<file path="src/rtl/player_press_queue_pkg.sv">
// Shared types and constants for the player press queue.
package player_pkg;

   localparam int NUM_PLAYERS = 6;
   localparam int VAL_W       = 3;
   localparam int PID_W       = 3;

   typedef struct packed {
      logic [PID_W-1:0] pid;
      logic [VAL_W-1:0] val;
   } press_t;

   function automatic logic [PID_W-1:0] next_pid(input logic [PID_W-1:0] p);
      return (p == PID_W'(NUM_PLAYERS - 1)) ? '0 : p + 1'b1;
   endfunction

endpackage

</file>
<file path="src/rtl/player_press_queue_if.sv">
// Output handshake of the press queue: head entry valid/ready with player id and value.
interface player_press_queue_if;
   import player_pkg::*;

   logic             out_valid;
   logic             out_ready;
   logic [PID_W-1:0] out_pid;
   logic [VAL_W-1:0] out_val;

   modport master (output out_valid, output out_pid, output out_val, input out_ready);
   modport slave  (input out_valid, input out_pid, input out_val, output out_ready);

endinterface

</file>
<file path="src/rtl/player_press_queue_fifo.sv">
// press_fifo: synchronous FIFO of press_t entries with flush, occupancy and head output.
module press_fifo
   import player_pkg::*;
#(
   parameter int DEPTH = 8
) (
   input  logic                   clk,
   input  logic                   rst_n,
   input  logic                   clr,
   input  logic                   push,
   input  press_t                 push_data,
   input  logic                   pop,
   output press_t                 head,
   output logic                   empty,
   output logic                   full,
   output logic [$clog2(DEPTH):0] count
);

   localparam int AW = $clog2(DEPTH);

   press_t          r_mem [DEPTH];
   logic [AW-1:0]   r_wr_ptr;
   logic [AW-1:0]   r_rd_ptr;
   logic [AW:0]     r_count;
   logic            w_push;
   logic            w_pop;

   assign empty  = (r_count == '0);
   assign full   = (r_count == (AW+1)'(DEPTH));
   assign w_push = push & ~full;
   assign w_pop  = pop & ~empty;
   assign count  = r_count;
   assign head   = empty ? '0 : r_mem[r_rd_ptr];

   always_ff @(posedge clk or negedge rst_n) begin
      if (!rst_n) begin
         r_wr_ptr <= '0;
         r_rd_ptr <= '0;
         r_count  <= '0;
      end else if (clr) begin
         r_wr_ptr <= '0;
         r_rd_ptr <= '0;
         r_count  <= '0;
      end else begin
         if (w_push) r_wr_ptr <= r_wr_ptr + 1'b1;
         if (w_pop)  r_rd_ptr <= r_rd_ptr + 1'b1;
         case ({w_push, w_pop})
            2'b10:   r_count <= r_count + 1'b1;
            2'b01:   r_count <= r_count - 1'b1;
            default: r_count <= r_count;
         endcase
      end
   end

   always_ff @(posedge clk) begin
      if (w_push && !clr) r_mem[r_wr_ptr] <= push_data;
   end

endmodule

</file>
<file path="src/rtl/player_press_queue.sv">
// player_press_queue: per-player edge capture, round-robin arbiter and press FIFO.
// Optional macro PLAYER_PRESS_QUEUE_DROP_CNT_EN adds a saturating drop_cnt output.
module player_press_queue
   import player_pkg::press_t, player_pkg::VAL_W, player_pkg::PID_W, player_pkg::next_pid;
#(
   parameter int DEPTH       = 8,
   parameter int NUM_PLAYERS = player_pkg::NUM_PLAYERS
) (
   input  logic                         clk,
   input  logic                         rst_n,
   input  logic                         clr,
   input  logic [NUM_PLAYERS-1:0]       btn_db,
   input  logic [NUM_PLAYERS*VAL_W-1:0] val_in,
   player_press_queue_if.master         out_if,
   output logic [$clog2(DEPTH):0]       count,
   output logic                         drop
`ifdef PLAYER_PRESS_QUEUE_DROP_CNT_EN
   ,
   output logic [7:0]                   drop_cnt
`endif
);

   logic [NUM_PLAYERS-1:0] r_prev;
   logic [NUM_PLAYERS-1:0] r_pend;
   logic [VAL_W-1:0]       r_pval [NUM_PLAYERS];
   logic [PID_W-1:0]       r_rr;
   logic                   r_drop;

   logic [NUM_PLAYERS-1:0] w_edge;
   logic [NUM_PLAYERS-1:0] w_pend_nxt;
   logic [VAL_W-1:0]       w_pval_nxt [NUM_PLAYERS];
   logic [NUM_PLAYERS-1:0] w_lost;
   logic                   w_gnt_vld;
   logic [PID_W-1:0]       w_gnt_id;
   logic [PID_W:0]         w_scan;
   logic                   w_full;
   logic                   w_empty;
   logic                   w_pop;
   press_t                 w_push_data;
   press_t                 w_head;

   assign w_edge = btn_db & ~r_prev;

   // Scan pending flags starting at r_rr, wrapping modulo NUM_PLAYERS.
   always_comb begin
      w_gnt_vld = 1'b0;
      w_gnt_id  = '0;
      w_scan    = '0;
      if (!w_full) begin
         for (int unsigned k = 0; k < NUM_PLAYERS; k++) begin
            w_scan = {1'b0, r_rr} + (PID_W+1)'(k);
            if (w_scan >= (PID_W+1)'(NUM_PLAYERS)) w_scan = w_scan - (PID_W+1)'(NUM_PLAYERS);
            if (!w_gnt_vld && r_pend[w_scan[PID_W-1:0]]) begin
               w_gnt_vld = 1'b1;
               w_gnt_id  = w_scan[PID_W-1:0];
            end
         end
      end
   end

   // A fresh edge on the player being granted re-arms its slot instead of dropping.
   always_comb begin
      w_pend_nxt = r_pend;
      w_pval_nxt = r_pval;
      w_lost     = '0;
      for (int unsigned i = 0; i < NUM_PLAYERS; i++) begin
         if (w_edge[i] && (!r_pend[i] || (w_gnt_vld && w_gnt_id == PID_W'(i)))) begin
            w_pend_nxt[i] = 1'b1;
            w_pval_nxt[i] = val_in[i*VAL_W +: VAL_W];
         end else if (w_edge[i]) begin
            w_lost[i] = 1'b1;
         end else if (w_gnt_vld && w_gnt_id == PID_W'(i)) begin
            w_pend_nxt[i] = 1'b0;
         end
      end
   end

   always_ff @(posedge clk or negedge rst_n) begin
      if (!rst_n) begin
         r_prev <= '0;
         r_pend <= '0;
         r_rr   <= '0;
         r_drop <= 1'b0;
         for (int unsigned i = 0; i < NUM_PLAYERS; i++) r_pval[i] <= '0;
      end else begin
         r_prev <= btn_db;
         if (clr) begin
            r_pend <= '0;
            r_rr   <= '0;
            r_drop <= 1'b0;
         end else begin
            r_pend <= w_pend_nxt;
            r_pval <= w_pval_nxt;
            r_drop <= |w_lost;
            if (w_gnt_vld) r_rr <= next_pid(w_gnt_id);
         end
      end
   end

`ifdef PLAYER_PRESS_QUEUE_DROP_CNT_EN
   logic [7:0] r_drop_cnt;

   always_ff @(posedge clk or negedge rst_n) begin
      if (!rst_n)                             r_drop_cnt <= '0;
      else if (clr)                           r_drop_cnt <= '0;
      else if (|w_lost && r_drop_cnt != '1)   r_drop_cnt <= r_drop_cnt + 1'b1;
   end

   assign drop_cnt = r_drop_cnt;
`endif

   assign w_push_data.pid = w_gnt_id;
   assign w_push_data.val = r_pval[w_gnt_id];
   assign w_pop           = ~w_empty & out_if.out_ready;

   press_fifo #(
      .DEPTH(DEPTH)
   ) u_fifo (
      .clk       (clk),
      .rst_n     (rst_n),
      .clr       (clr),
      .push      (w_gnt_vld),
      .push_data (w_push_data),
      .pop       (w_pop),
      .head      (w_head),
      .empty     (w_empty),
      .full      (w_full),
      .count     (count)
   );

   assign out_if.out_valid = ~w_empty;
   assign out_if.out_pid   = w_head.pid;
   assign out_if.out_val   = w_head.val;
   assign drop             = r_drop;

endmodule

</file>
<file path="src/flat_wrapper.sv">
// flat-port wrapper written by rule: the top's interface ports become plain ports
module player_press_queue_flat import player_pkg::press_t, player_pkg::VAL_W, player_pkg::PID_W, player_pkg::next_pid;
#(
   parameter int DEPTH       = 8,
   parameter int NUM_PLAYERS = player_pkg::NUM_PLAYERS
)
  (clk, rst_n, clr, btn_db, val_in, count, drop, out_if_out_valid, out_if_out_pid, out_if_out_val, out_if_out_ready);
  player_press_queue_if out_if_i ();
  input  logic clk;
  input  logic rst_n;
  input  logic clr;
  input  logic [NUM_PLAYERS-1:0] btn_db;
  input  logic [NUM_PLAYERS*VAL_W-1:0] val_in;
  output logic [$clog2(DEPTH):0] count;
  output logic drop;
  output wire logic [$bits(out_if_i.out_valid)-1:0] out_if_out_valid;
  output wire logic [$bits(out_if_i.out_pid)-1:0] out_if_out_pid;
  output wire logic [$bits(out_if_i.out_val)-1:0] out_if_out_val;
  input wire logic [$bits(out_if_i.out_ready)-1:0] out_if_out_ready;
  assign out_if_out_valid = out_if_i.out_valid;
  assign out_if_out_pid = out_if_i.out_pid;
  assign out_if_out_val = out_if_i.out_val;
  assign out_if_i.out_ready = out_if_out_ready;
  player_press_queue #(.DEPTH(DEPTH), .NUM_PLAYERS(NUM_PLAYERS)) u_core (.clk(clk), .rst_n(rst_n), .clr(clr), .btn_db(btn_db), .val_in(val_in), .out_if(out_if_i), .count(count), .drop(drop));
endmodule
</file>
<file path="config.mk">
export PLATFORM = sky130hd
export DESIGN_NAME = player_press_queue_flat
export DESIGN_NICKNAME = d
export VERILOG_FILES = /design/src/rtl/player_press_queue_pkg.sv /design/src/rtl/player_press_queue_if.sv /design/src/rtl/player_press_queue_fifo.sv /design/src/rtl/player_press_queue.sv /design/src/flat_wrapper.sv
export SDC_FILE = /design/constraint.sdc
export NUM_CORES = 1
export LEC_CHECK = 0
export ABC_AREA = 1
export BUFFER_PORTS_ARGS = -buffer_cell sky130_fd_sc_hd__buf_2
export CORE_MARGIN = 2
export CORE_UTILIZATION = 35
export DETAILED_ROUTE_END_ITERATION = 12
export PLACE_DENSITY = 0.53
export SYNTH_ARGS = -nofsm -noshare
export SYNTH_HDL_FRONTEND = slang
export SYNTH_HIERARCHICAL = 1
export SYNTH_SLANG_ARGS = --single-unit
</file>
<file path="constraint.sdc">
create_clock -name clk -period 9.7 [get_ports clk]
set_input_delay 2.425 -clock clk [delete_from_list [all_inputs] [get_ports clk]]
set_output_delay 2.425 -clock clk [all_outputs]
set_load 0.03 [all_outputs]
</file>
# Word-level counts from Yosys, hierarchy flattened
# Memories as Yosys holds them, arrays and structs flattened.
# Index checks and enable logic that the tools add are counted.
# W data, S select, Z words.
dict set report word_totals {
  regBits 44
  latch_bits 0
  mem_bits_rw 48
  mem_bits_ro 0
  in_bits 28
  output_inout_bits 12
  elab_cells 222
  memories 1
}
# name words width rd rd_ports_with_merged_regs wr line_no
set memory_table {}
lappend memory_table {u_core.u_fifo.r_mem 8 6 1 0 1 player_press_queue_fifo.sv:21} ;# press_t r_mem [DEPTH];
dict set report op_classes {
  add_sub_neg 16
  mul 0
  div 0
  magnitude_cmp 13
  n_eq_ne 14
  shift 0
  n_mux 90
  n_bitwise 9
  reduce_logical 61
}
# op count
set ops {}
lappend ops {{$mux W3} 28}
lappend ops {{$mux W1} 51}
lappend ops {{$lt A3 B4 Y1 const B} 6}
lappend ops {{$reduce_and A2 Y1} 12}
lappend ops {{$reduce_bool A3 Y1} 7}
lappend ops {{$ge A4 B3 Y1 const B} 5}
lappend ops {{$bmux W1 S3} 6}
lappend ops {{$logic_and A1 B1 Y1} 18}
lappend ops {{$ne A3 B3 Y1 const B} 6}
lappend ops {{$sub A3 B3 Y3 const B} 6}
lappend ops {{$logic_not A1 Y1} 12}
lappend ops {{$mux W6} 2}
lappend ops {{$add A3 B1 Y3 const B} 3}
lappend ops {{$bmux W3 S3} 1}
lappend ops {{$add A3 B2 Y4 const B} 2}
lappend ops {{$add A3 B3 Y4 const B} 2}
lappend ops {{$pmux W4 S2} 1}
lappend ops {{$and A6 B6 Y6} 1}
lappend ops {{$eq A3 B2 Y1 const B} 2}
lappend ops {{$eq A3 B3 Y1 const B} 2}
lappend ops {{$logic_or A1 B1 Y1} 6}
lappend ops {{$not A6 Y6} 1}
lappend ops {{$reduce_bool A2 Y1} 3}
lappend ops {{$reduce_or A6 Y1} 1}
lappend ops {{15 further kinds} 19}

# Depth between registers and ports, before layout
# Gate-level depths: netlist (run 1).
dict set report depth {
  ltp_word 34
  ltp_mapped 27
  depth_no_buf 27
}

# Cells and area by module
# The synthesis (run 1) kept the hierarchy.
# mod n_inst cells_each area_per_inst_um2 seq_area_each_um2
set by_module_without_submodules {}
lappend by_module_without_submodules {player_press_queue 1 373 2678.8 850.8}
lappend by_module_without_submodules {press_fifo 1 231 2555.0 1691.6}

# Least setup slack after synthesis (run 1)
# OpenSTA, ideal clock, no wires.
dict set report synth_path {
  path_kind {register -> output}
  startpoint {reg u_core.u_fifo.r_rd_ptr[0]}
  endpoint {out out_if_out_pid[0]}
  arrival_time_ns 1.517
  required_time_ns 7.275
  slack_ns 5.758
  stages_incl_launch_ff 8
  n_path_buf 2
  cell_sequence {dfrtp_1 buf_2 inv_2 buf_2 nor2_1 o32ai_1 nor2_1 nor2_1}
}
dict set report synth_via {
  elab_chain_len 2
}
# item line_no
set synth_rtl {}
lappend synth_rtl {{start, declared} player_press_queue_fifo.sv:23} ;# logic [AW-1:0] r_rd_ptr;
lappend synth_rtl {{start signal, assigned} player_press_queue_fifo.sv:46} ;# if (w_pop) r_rd_ptr <= r_rd_ptr + 1'b1;
lappend synth_rtl {{$mem_v2 Z8 W6} -}
lappend synth_rtl {{$mux W6} player_press_queue_fifo.sv:33} ;# assign head = empty ? '0 : r_mem[r_rd_ptr];
lappend synth_rtl {{end, declared} flat_wrapper.sv:17} ;# output wire logic [$bits(out_if_i.out_pid)-1:0] out_if_out_pid;
# No other way between the ends.

# Worst setup path in the final report (run 1)
dict set report layout_path {
  startpoint {reg u_core.u_fifo.r_rd_ptr[0]}
  endpoint {out out_if_out_val[1]}
}
dict set report layout_via {
  elab_chain_len 2
}
# item line_no
set layout_rtl {}
lappend layout_rtl {{$mem_v2 Z8 W6} -}
lappend layout_rtl {{$mux W6} player_press_queue_fifo.sv:33}
lappend layout_rtl {{end, declared} flat_wrapper.sv:18} ;# output wire logic [$bits(out_if_i.out_val)-1:0] out_if_out_val;
# No other way between the ends.

==> results_dict.tcl, run 1 <==
set metrics [dict create \
    cp_data_arrival_time_ns 2.20 \
    n_antenna_cell 0 \
    grt_use_met3_pct 4.42 \
    synth_warnings 6 \
    yosysMostFrequentCell "nand2_1" \
    gp_congestion 0.818 \
    crit_top_cell "nor2_1" \
    slowest_delay_ns 0.64 \
    synthFlopType "edfxtp_1" \
    groute.usage.overall_pct 15.3 \
    vias 4086 \
    syn-cell-area_um2 5230 \
    path_clk_slew_ns 0.06 \
    pre_cts_ws_ns 5.50 \
    hp-class "reg2reg" \
    port_buffers 39 \
    synth_fp_nets 647 \
    min_period_over_period_pct 47.6 \
    start_util_pct 35.9 \
    drc 0 \
    die_x_um 126 \
    ctsRootBufferMaster "clkbuf_16" \
    yosys.area.top_type_share_pct 27.5 \
    n_fill_cell 1455 \
    grt_pass1_vias 3953 \
    hpwlAfterDp_um 8830 \
    netlist_instances 604 \
    yosysSeqAreaShare_pct 48.6 \
    cp_slowest_cell "dfrtp_1" \
    hold_violations 0 \
    wl_per_cell_um 13.9 \
    antenna_found_initial 0 \
    gr-total-overflow 0 \
    drv_slew 0 \
    dieArea_um2 15900 \
    post_cts_buffers 0 \
    busiest_layer "met2" \
    synth_edf_count 48 \
    grt_max_degree 45 \
    drt_iter0_drc 258 \
    fin_ws_ns 5.08 \
    fin_crit_ns 4.62 \
    rsz0062_at_grt "false" \
    ys_ff_latch 92 \
    crit_type "reg2out" \
    grtUsageMet2_pct 25.3 \
    die_y_um 126 \
    tightest_slew_ns 1.02 \
    drt_first_pass_iters 5 \
    htree_levels 3 \
    clk_latency_ns 0.35 \
    cp_cell_sequence "inv_2 > nor2_1 > o32ai_1 > nor2_1 > nor2_1 > buf_2" \
    cts_resized 0 \
    status "finished clean" \
    grt_pass1_wl_um 19300 \
    yosysUniqueCellTypes 39 \
    synth_top_cells_by_area "edfxtp_1 (28%), dfrtp_1 (21%), nand2_1 (9.0%)" \
    yosysTopAreaCell "edfxtp_1" \
    cp.required_ns 7.28 \
    drt-total-wl_um 11600 \
    rows 44 \
    skew_ns 0.0135 \
    drive_gt1_share_pct 19.6 \
    ios 40 \
    setup_viol 0 \
    coreArea_um2 14600 \
    worstPathMaxFanout 26 \
    synthArstFlopShare_pct 47.8 \
    num-nets-final 687 \
    syn_to_final_growth_pct 13.1 \
    synthTopCellsByCount "nand2_1 (126), nor2_1 (79), inv_1 (69), edfxtp_1 (48), nand3_1 (48)" \
    maxCapViolations 0 \
    end_kind "output port" \
    tns_ns 0 \
    slew_headroom_pct 32.0 \
    vias_per_cell 4.91 \
    cts_hold_buffers 0 \
    clockBufferDepth 2 \
    cts_tree "built" \
    syn_area_per_cell_um2 8.67 \
    cts_sinks 92 \
    ant_nets 0 \
    fmax_mhz 216 \
    cts-buffers-inserted 9 \
    use_met1_pct 19.8 \
    cp-start-kind "register" \
]
-- layout by cell type (no fill, tap or decap), types with 4 or more instances in the layout --
master     instances
nand2_1          126
nor2_1            79
inv_1             69
nand3_1           48
edfxtp_1          48
dfrtp_1           44
buf_2             39
o21ai_0           23
o21ai_1           23
nand2_2           22
ha_1              15
inv_2             14
o32ai_1           13
a21oi_1           10
clkbuf_16          9
nand3_2            8
nand4_1            8
nand2_4            5
nor2_2             5
nand3_4            4
nor2_4             4
-- cells by family (layout without fill, tap and decap cells) --
logic type | count (synthesis) | after routing | synth area share [%]
AND/OR/NAND/NOR | 317 | 317 | 30.2
multiplexers | 3 | 3 | 0.645
XOR/XNOR | 3 | 3 | 0.502
buffers and inverters | 95 | 140 | 7.17
flip-flops | 92 | 92 | 48.6
AO/OA/AOI/OAI | 79 | 79 | 9.35
adder cells (fa/ha/maj) | 15 | 15 | 3.59
-- layout make-up --
| cell class | count | area [um^2] | area share (%) |
|---|---|---|---|
| clock inverter | 4 | 75.1 | 1.27 |
| timing repair buffer | 39 | 195 | 3.30 |
| inverter | 85 | 324 | 5.47 |
| multi-input combinational | 417 | 2320 | 39.1 |
| clock buffer | 12 | 236 | 3.99 |
| sequential | 92 | 2540 | 43.0 |
| tap | 184 | 230 | 3.89 |
-- routing by layer --
layer  share of wire, %  wire, um
met4                1.2       136
met3                4.7       541
met2                 47      5450
met5                  0         0
met1                 47      5470
-- flip-flops by register name (all words and copies together) (netlist names) --
signal and count:
u_core/drop 1, u_core/r_pend 6, u_core/r_prev 6, u_core/r_pval 18
u_core/r_rr 3, u_core/u_fifo/count 4, u_core/u_fifo/r_mem 48, u_core/u_fifo/r_rd_ptr 3
u_core/u_fifo/r_wr_ptr 3
-- per-stage QoR --
| stage | cell area (um^2) | utilization, % | instances | hold WS (ns) |
|---|---|---|---|---|
| after floorplan | 5230 | - | 604 | 0.442 |
| after global placement | 5610 | 38.4 | 817 | 0.468 |
| after detailed placement | 5610 | 38.4 | 817 | 0.468 |
| after CTS | 5920 | 40.6 | 833 | 0.484 |
| after global routing | 5920 | 40.6 | 833 | 0.519 |
| final | 5920 | 40.6 | 833 | 0.484 |
-- worst max-delay path: cells and delay by family (launching register included) --
| kind | cells | cell delay [ns] |
|---|---|---|
| buffers and inverters | 2 | 0.66 |
| flip-flops | 1 | 0.64 |
| AND/OR/NAND/NOR | 3 | 0.27 |
| AO/OA/AOI/OAI | 1 | 0.27 |
-- worst paths after layout --
check                                          startpoint                         to  cells after the start  slack [ns]
worst min-delay path                    u_core/r_pval[15]          u_core/r_pval[15]                      2        0.48
min in group asynchronous                           rst_n           u_core/r_pval[8]                      1        2.26
worst max-delay path            u_core/u_fifo/r_rd_ptr[0]          out_if_out_val[1]                      6        5.08
max in group asynchronous                           rst_n  u_core/u_fifo/r_rd_ptr[2]                      1        6.82
worst min register to register          u_core/r_pval[15]          u_core/r_pval[15]                      2        0.48
worst max register to register             u_core/r_rr[0]           u_core/r_pval[8]                     20        5.62
Power of run 1 is left out: the tool's default activity adds up to more than one toggle a clock period on the data nets, which glitch-free logic cannot reach.
==> inputs of run 2 (changes only) <==
PLACE_DENSITY = 0.55   (was 0.53)
clock period = 4.07 ns   (was 9.7 ns; I/O delays follow)
==> run 2 against run 1 <==
  * Design area up 0.49%
  * Global-route usage down 0.098 points
  * Flip-flop and latch count unchanged
  * Die area unchanged
  * Clock skew down 0.0060 ns
  * Sequential share of layout area down 0.21 points
==> results_dict.tcl, run 2 (synthesis gave the netlist of run 1 again) <==
set metrics [dict create \
    status "finished clean" \
    gp_congestion 0.920 \
    drv_slew 0 \
    slew_headroom_pct 33.0 \
    fin_crit_ns 3.67 \
    dieArea_um2 15900 \
    wl_per_cell_um 13.9 \
    cts_tree "built" \
    cp-start-kind "register" \
    rows 44 \
    fin_ws_ns 0.398 \
    end_kind "register" \
    num-nets-final 692 \
    grt_pass1_vias 3961 \
    die_x_um 126 \
    port_buffers 39 \
    final_common_cell "nand2_1" \
    vias_per_cell 4.92 \
    n_fill_cell 1459 \
    drt_first_pass_iters 5 \
    gr-total-overflow 0 \
    r2r-start "u_core/r_rr[1]" \
    ctsRootBufferMaster "clkbuf_16" \
    groute.usage.overall_pct 15.2 \
    drt-total-wl_um 11700 \
    crit_type "reg2reg" \
    ios 40 \
    fmax_mhz 272 \
    cts_sinks 92 \
    min_period_over_period_pct 90.2 \
    worstPathMaxFanout 8 \
    hold_violations 0 \
    setup_viol 0 \
    whs_ns 0.493 \
    whs_path_depth 2 \
    pre_cts_ws_ns 0.344 \
    dp_cells 822 \
    min_to "u_core/r_pval[2]" \
    clockBufferDepth 2 \
    antenna_found_initial 0 \
    reg2reg_slack_ns 0.40 \
    multiInputGateArea_um2 2320 \
    drive_gt1_share_pct 20.8 \
    skew_ns 0.00750 \
    holdCritStartpoint "u_core/r_pval[2]" \
    coreArea_um2 14600 \
    tightest_slew_ns 1.01 \
    top_regs "u_core/u_fifo/r_mem (48), u_core/r_pval (18)" \
    path_clk_slew_ns 0.06 \
    ant_nets 0 \
    cts-buffers-inserted 9 \
    top_register "u_core/u_fifo/r_mem" \
    die_y_um 126 \
    htree_levels 3 \
    ff2ff_path_depth 23 \
    vias 4121 \
    n_antenna_cell 0 \
    hpwlAfterDp_um 8830 \
    instances_no_fill 838 \
    syn_to_final_growth_pct 13.7 \
    post_cts_buffers 0 \
    rsz0062_at_grt "false" \
    tns_ns 0 \
    clk_latency_ns 0.34 \
    grt_pass1_wl_um 19400 \
    largest_register_ffs 48 \
    grt_max_degree 45 \
    hp-class "reg2reg" \
    regToRegEndpoint "u_core/r_pval[6]" \
    layout_common_cells "nand2_1 (126), nor2_1 (79), inv_1 (69), nand3_1 (48), edfxtp_1 (48)" \
    drc 0 \
    start_util_pct 35.9 \
    cp.required_ns 4.29 \
    regArea_um2 2540 \
    drt_iter0_drc 277 \
    maxCapViolations 0 \
    cp_data_arrival_time_ns 3.90 \
]
-- run 2: changes by cell type in the layout (fill, tap and decap cells not counted) --
cell | before | now
clkbuf_1 | 3 | 0
clkinvlp_4 | 0 | 1
inv_6 | 0 | 1
clkinvlp_2 | 0 | 1
ha_2 | 0 | 1
buf_4 | 0 | 5
bufinv_16 | 2 | 1
clkinv_4 | 1 | 2
ha_1 | 15 | 14
-- run 2: cell type report --
| cell class | instances | area share [%] |
|---|---|---|
| flip-flops and latches | 92 | 42.7 |
| multi-input cells | 417 | 39.0 |
| inverters | 85 | 5.45 |
| repair buffers | 44 | 3.91 |
| well taps | 184 | 3.87 |
| clock buffers | 9 | 3.79 |
| clock inverters | 7 | 1.26 |
-- run 2: critical path, cell delays in order, from the launching register on --
cell      delay, ns
dfrtp_1        0.49
inv_1          0.20
ha_1           0.43
inv_2          0.06
nand2_1        0.07
nand2_1        0.06
nand2_1        0.07
nand2_1        0.09
nand2_1        0.07
nand3b_1       0.07
nand2_1        0.13
inv_2          0.09
nor2_8         0.16
nand2_2        0.08
nand3_1        0.11
nand2_2        0.09
nand2_1        0.09
nand2_2        0.07
nor2_1         0.24
ha_1           0.22
nand2_1        0.09
nand2_1        0.10
nand3_1        0.14
mux2_2         0.32
-- run 2: layer usage --
layer  track usage [%]  share of wire, %  wire length [um]  up-vias
met5                 0                 0                 0        -
met4              3.88               1.0               119        0
met3              3.27               4.5               530       12
met2              26.0                48              5620       94
met1              19.5                46              5380     1932
li1                  -                 -                 -     2083
-- run 2: worst max path at each step --
| stage | cells after the start | start | to |
|---|---|---|---|
| after floorplan | 21 | u_core/r_rr[1] | u_core/r_pval[6] |
| after global placement | 20 | u_core/r_rr[1] | u_core/r_pval[7] |
| after detailed placement | 20 | u_core/r_rr[1] | u_core/r_pval[6] |
| after CTS | 20 | u_core/r_rr[1] | u_core/r_pval[6] |
| after global routing | 23 | u_core/r_rr[1] | u_core/r_pval[6] |
| final | 23 | u_core/r_rr[1] | u_core/r_pval[6] |
-- run 2: repair_timing --
action / CTS / global route
gates resized for setup: 0 / 1
setup endpoints to repair: 0 / 3
hold buffers: 0 / 0
-- run 2: stage by stage --
| stage | area (um^2) | util, % |
|---|---|---|
| after floorplan | 5230 | - |
| after global placement | 5650 | 38.7 |
| after detailed placement | 5650 | 38.7 |
| after CTS | 5950 | 40.8 |
| after global routing | 5950 | 40.8 |
| final | 5950 | 40.8 |
Power of run 2 is left out for the same reason.
==> inputs of run 3 (changes only) <==
REMOVE_ABC_BUFFERS = 1   (was unset)
SLEW_MARGIN = 0   (was unset)
==> run 3 against run 2 <==
  * Critical path depth shrank 4
  * Largest cell class unchanged
  * Sequential share of layout area shrank 0.054 points
  * Clock skew shrank 0.00057 ns
==> results_dict.tcl, run 3 (synthesis gave the netlist of run 1 again) <==
set metrics [dict create \
    gp_congestion 0.939 \
    clk_latency_ns 0.34 \
    path_clk_slew_ns 0.06 \
    cts-buffers-inserted 9 \
    gr-total-overflow 0 \
    drv_slew 0 \
    grt_max_degree 45 \
    skew_ns 0.00693 \
    crit_type "reg2reg" \
    vias 4116 \
    n_antenna_cell 0 \
    drt-total-wl_um 12100 \
    reg2reg_slack_ns 0.37 \
    clockBufferDepth 2 \
    antenna_found_initial 0 \
    top_register "u_core/u_fifo/r_mem" \
    cts_tree "built" \
    ant_nets 0 \
    n_fill_cell 1482 \
    htree_levels 3 \
    whs_path_depth 2 \
    ctsRootBufferMaster "clkbuf_16" \
    dieArea_um2 15900 \
    cp-start-kind "register" \
    r2r-start "u_core/r_rr[1]" \
    hold_violations 0 \
    hp-class "reg2reg" \
    end_kind "register" \
    drive_gt1_share_pct 21.0 \
    setup_viol 0 \
    largest_register_ffs 48 \
    drc 0 \
    post_cts_buffers 0 \
    fmax_mhz 271 \
    min_period_over_period_pct 90.8 \
    die_y_um 126 \
    ios 40 \
    cp_data_arrival_time_ns 3.67 \
    maxCapViolations 0 \
    grt_pass1_wl_um 20100 \
    slew_headroom_pct 35.4 \
    status "finished clean" \
    syn_to_final_growth_pct 13.8 \
    tightest_slew_ns 0.969 \
    tns_ns 0 \
    min_to "u_core/r_pval[16]" \
    rsz0062_at_grt "false" \
    vias_per_cell 4.90 \
    num-nets-final 694 \
    hpwlAfterDp_um 8970 \
    rows 44 \
    ff2ff_path_depth 19 \
    coreArea_um2 14600 \
    fin_crit_ns 3.70 \
    drt_iter0_drc 296 \
    cp.required_ns 4.04 \
    top_regs "u_core/u_fifo/r_mem (48), u_core/r_pval (18)" \
    grt_pass1_vias 4052 \
    holdCritStartpoint "u_core/r_pval[16]" \
    die_x_um 126 \
    cts_sinks 92 \
    layout_common_cells "nand2_1 (126), nor2_1 (78), inv_1 (69), nand3_1 (48), edfxtp_1 (48)" \
    regToRegEndpoint "u_core/u_fifo/r_mem[6][0]" \
    whs_ns 0.490 \
    start_util_pct 35.9 \
    groute.usage.overall_pct 15.9 \
    port_buffers 39 \
    worstPathMaxFanout 10 \
    wl_per_cell_um 14.4 \
    drt_first_pass_iters 6 \
    final_common_cell "nand2_1" \
]
run 3: layer usage:
| metal | share of wire, % | track usage (%) | vias up |
|---|---|---|---|
| met3 | 4.4 | 3.40 | 13 |
| met2 | 48 | 26.6 | 94 |
| met1 | 46 | 20.7 | 1918 |
| met4 | 1.4 | 4.52 | 0 |
| li1 | - | - | 2091 |
| met5 | 0 | 0 | - |
run 3: repair_timing:
item	CTS	global route
hold buffers	0	0
setup endpoints to repair	0	6
gates resized for setup	0	1
run 3: final cells by class:
class / instances / area (um^2) / area share, %
Multi-Input combinational cell: 417 / 2320 / 38.9
Inverter: 85 / 324 / 5.44
Timing Repair Buffer: 46 / 248 / 4.16
Sequential cell: 92 / 2540 / 42.7
Clock buffer: 10 / 229 / 3.84
Clock inverter: 6 / 63.8 / 1.07
Tap cell: 184 / 230 / 3.87
run 3: worst max path at each step:
stage	from	to	slack, ns
floorplan	u_core/r_rr[0]	u_core/r_pval[6]	0.73
global placement	u_core/r_rr[1]	u_core/r_pval[8]	0.50
detailed placement	u_core/r_rr[1]	u_core/u_fifo/r_mem[5][4]	0.39
CTS	u_core/r_rr[1]	u_core/u_fifo/r_mem[5][5]	0.37
global route	u_core/r_rr[1]	u_core/u_fifo/r_mem[2][1]	0.005
finish	u_core/r_rr[1]	u_core/u_fifo/r_mem[6][0]	0.37
run 3: per-stage QoR:
stage	instances	util, %	instance area, um^2	worst slack [ns]
3_3_place_gp	824	38.8	5660	0.496
6_report	840	40.8	5960	0.374
3_5_place_dp	824	38.8	5660	0.394
5_1_grt	840	40.8	5960	0.00479
2_1_floorplan	594	-	5180	0.732
4_1_cts	840	40.8	5950	0.371
run 3: critical path: stages (launching register included):
cell	delay, ns
dfrtp_1	0.49
inv_1	0.20
ha_1	0.52
nand2_1	0.09
nand3_1	0.13
nand2_1	0.08
nand2_2	0.09
nand2_1	0.08
nand3_1	0.11
inv_2	0.05
nor2_4	0.17
nand4_4	0.14
nand2_1	0.11
inv_2	0.05
a21oi_4	0.32
nor2_4	0.12
nand2_1	0.09
nand4_1	0.11
nand2_1	0.08
nand3_1	0.28
Power of run 3 is left out for the same reason.
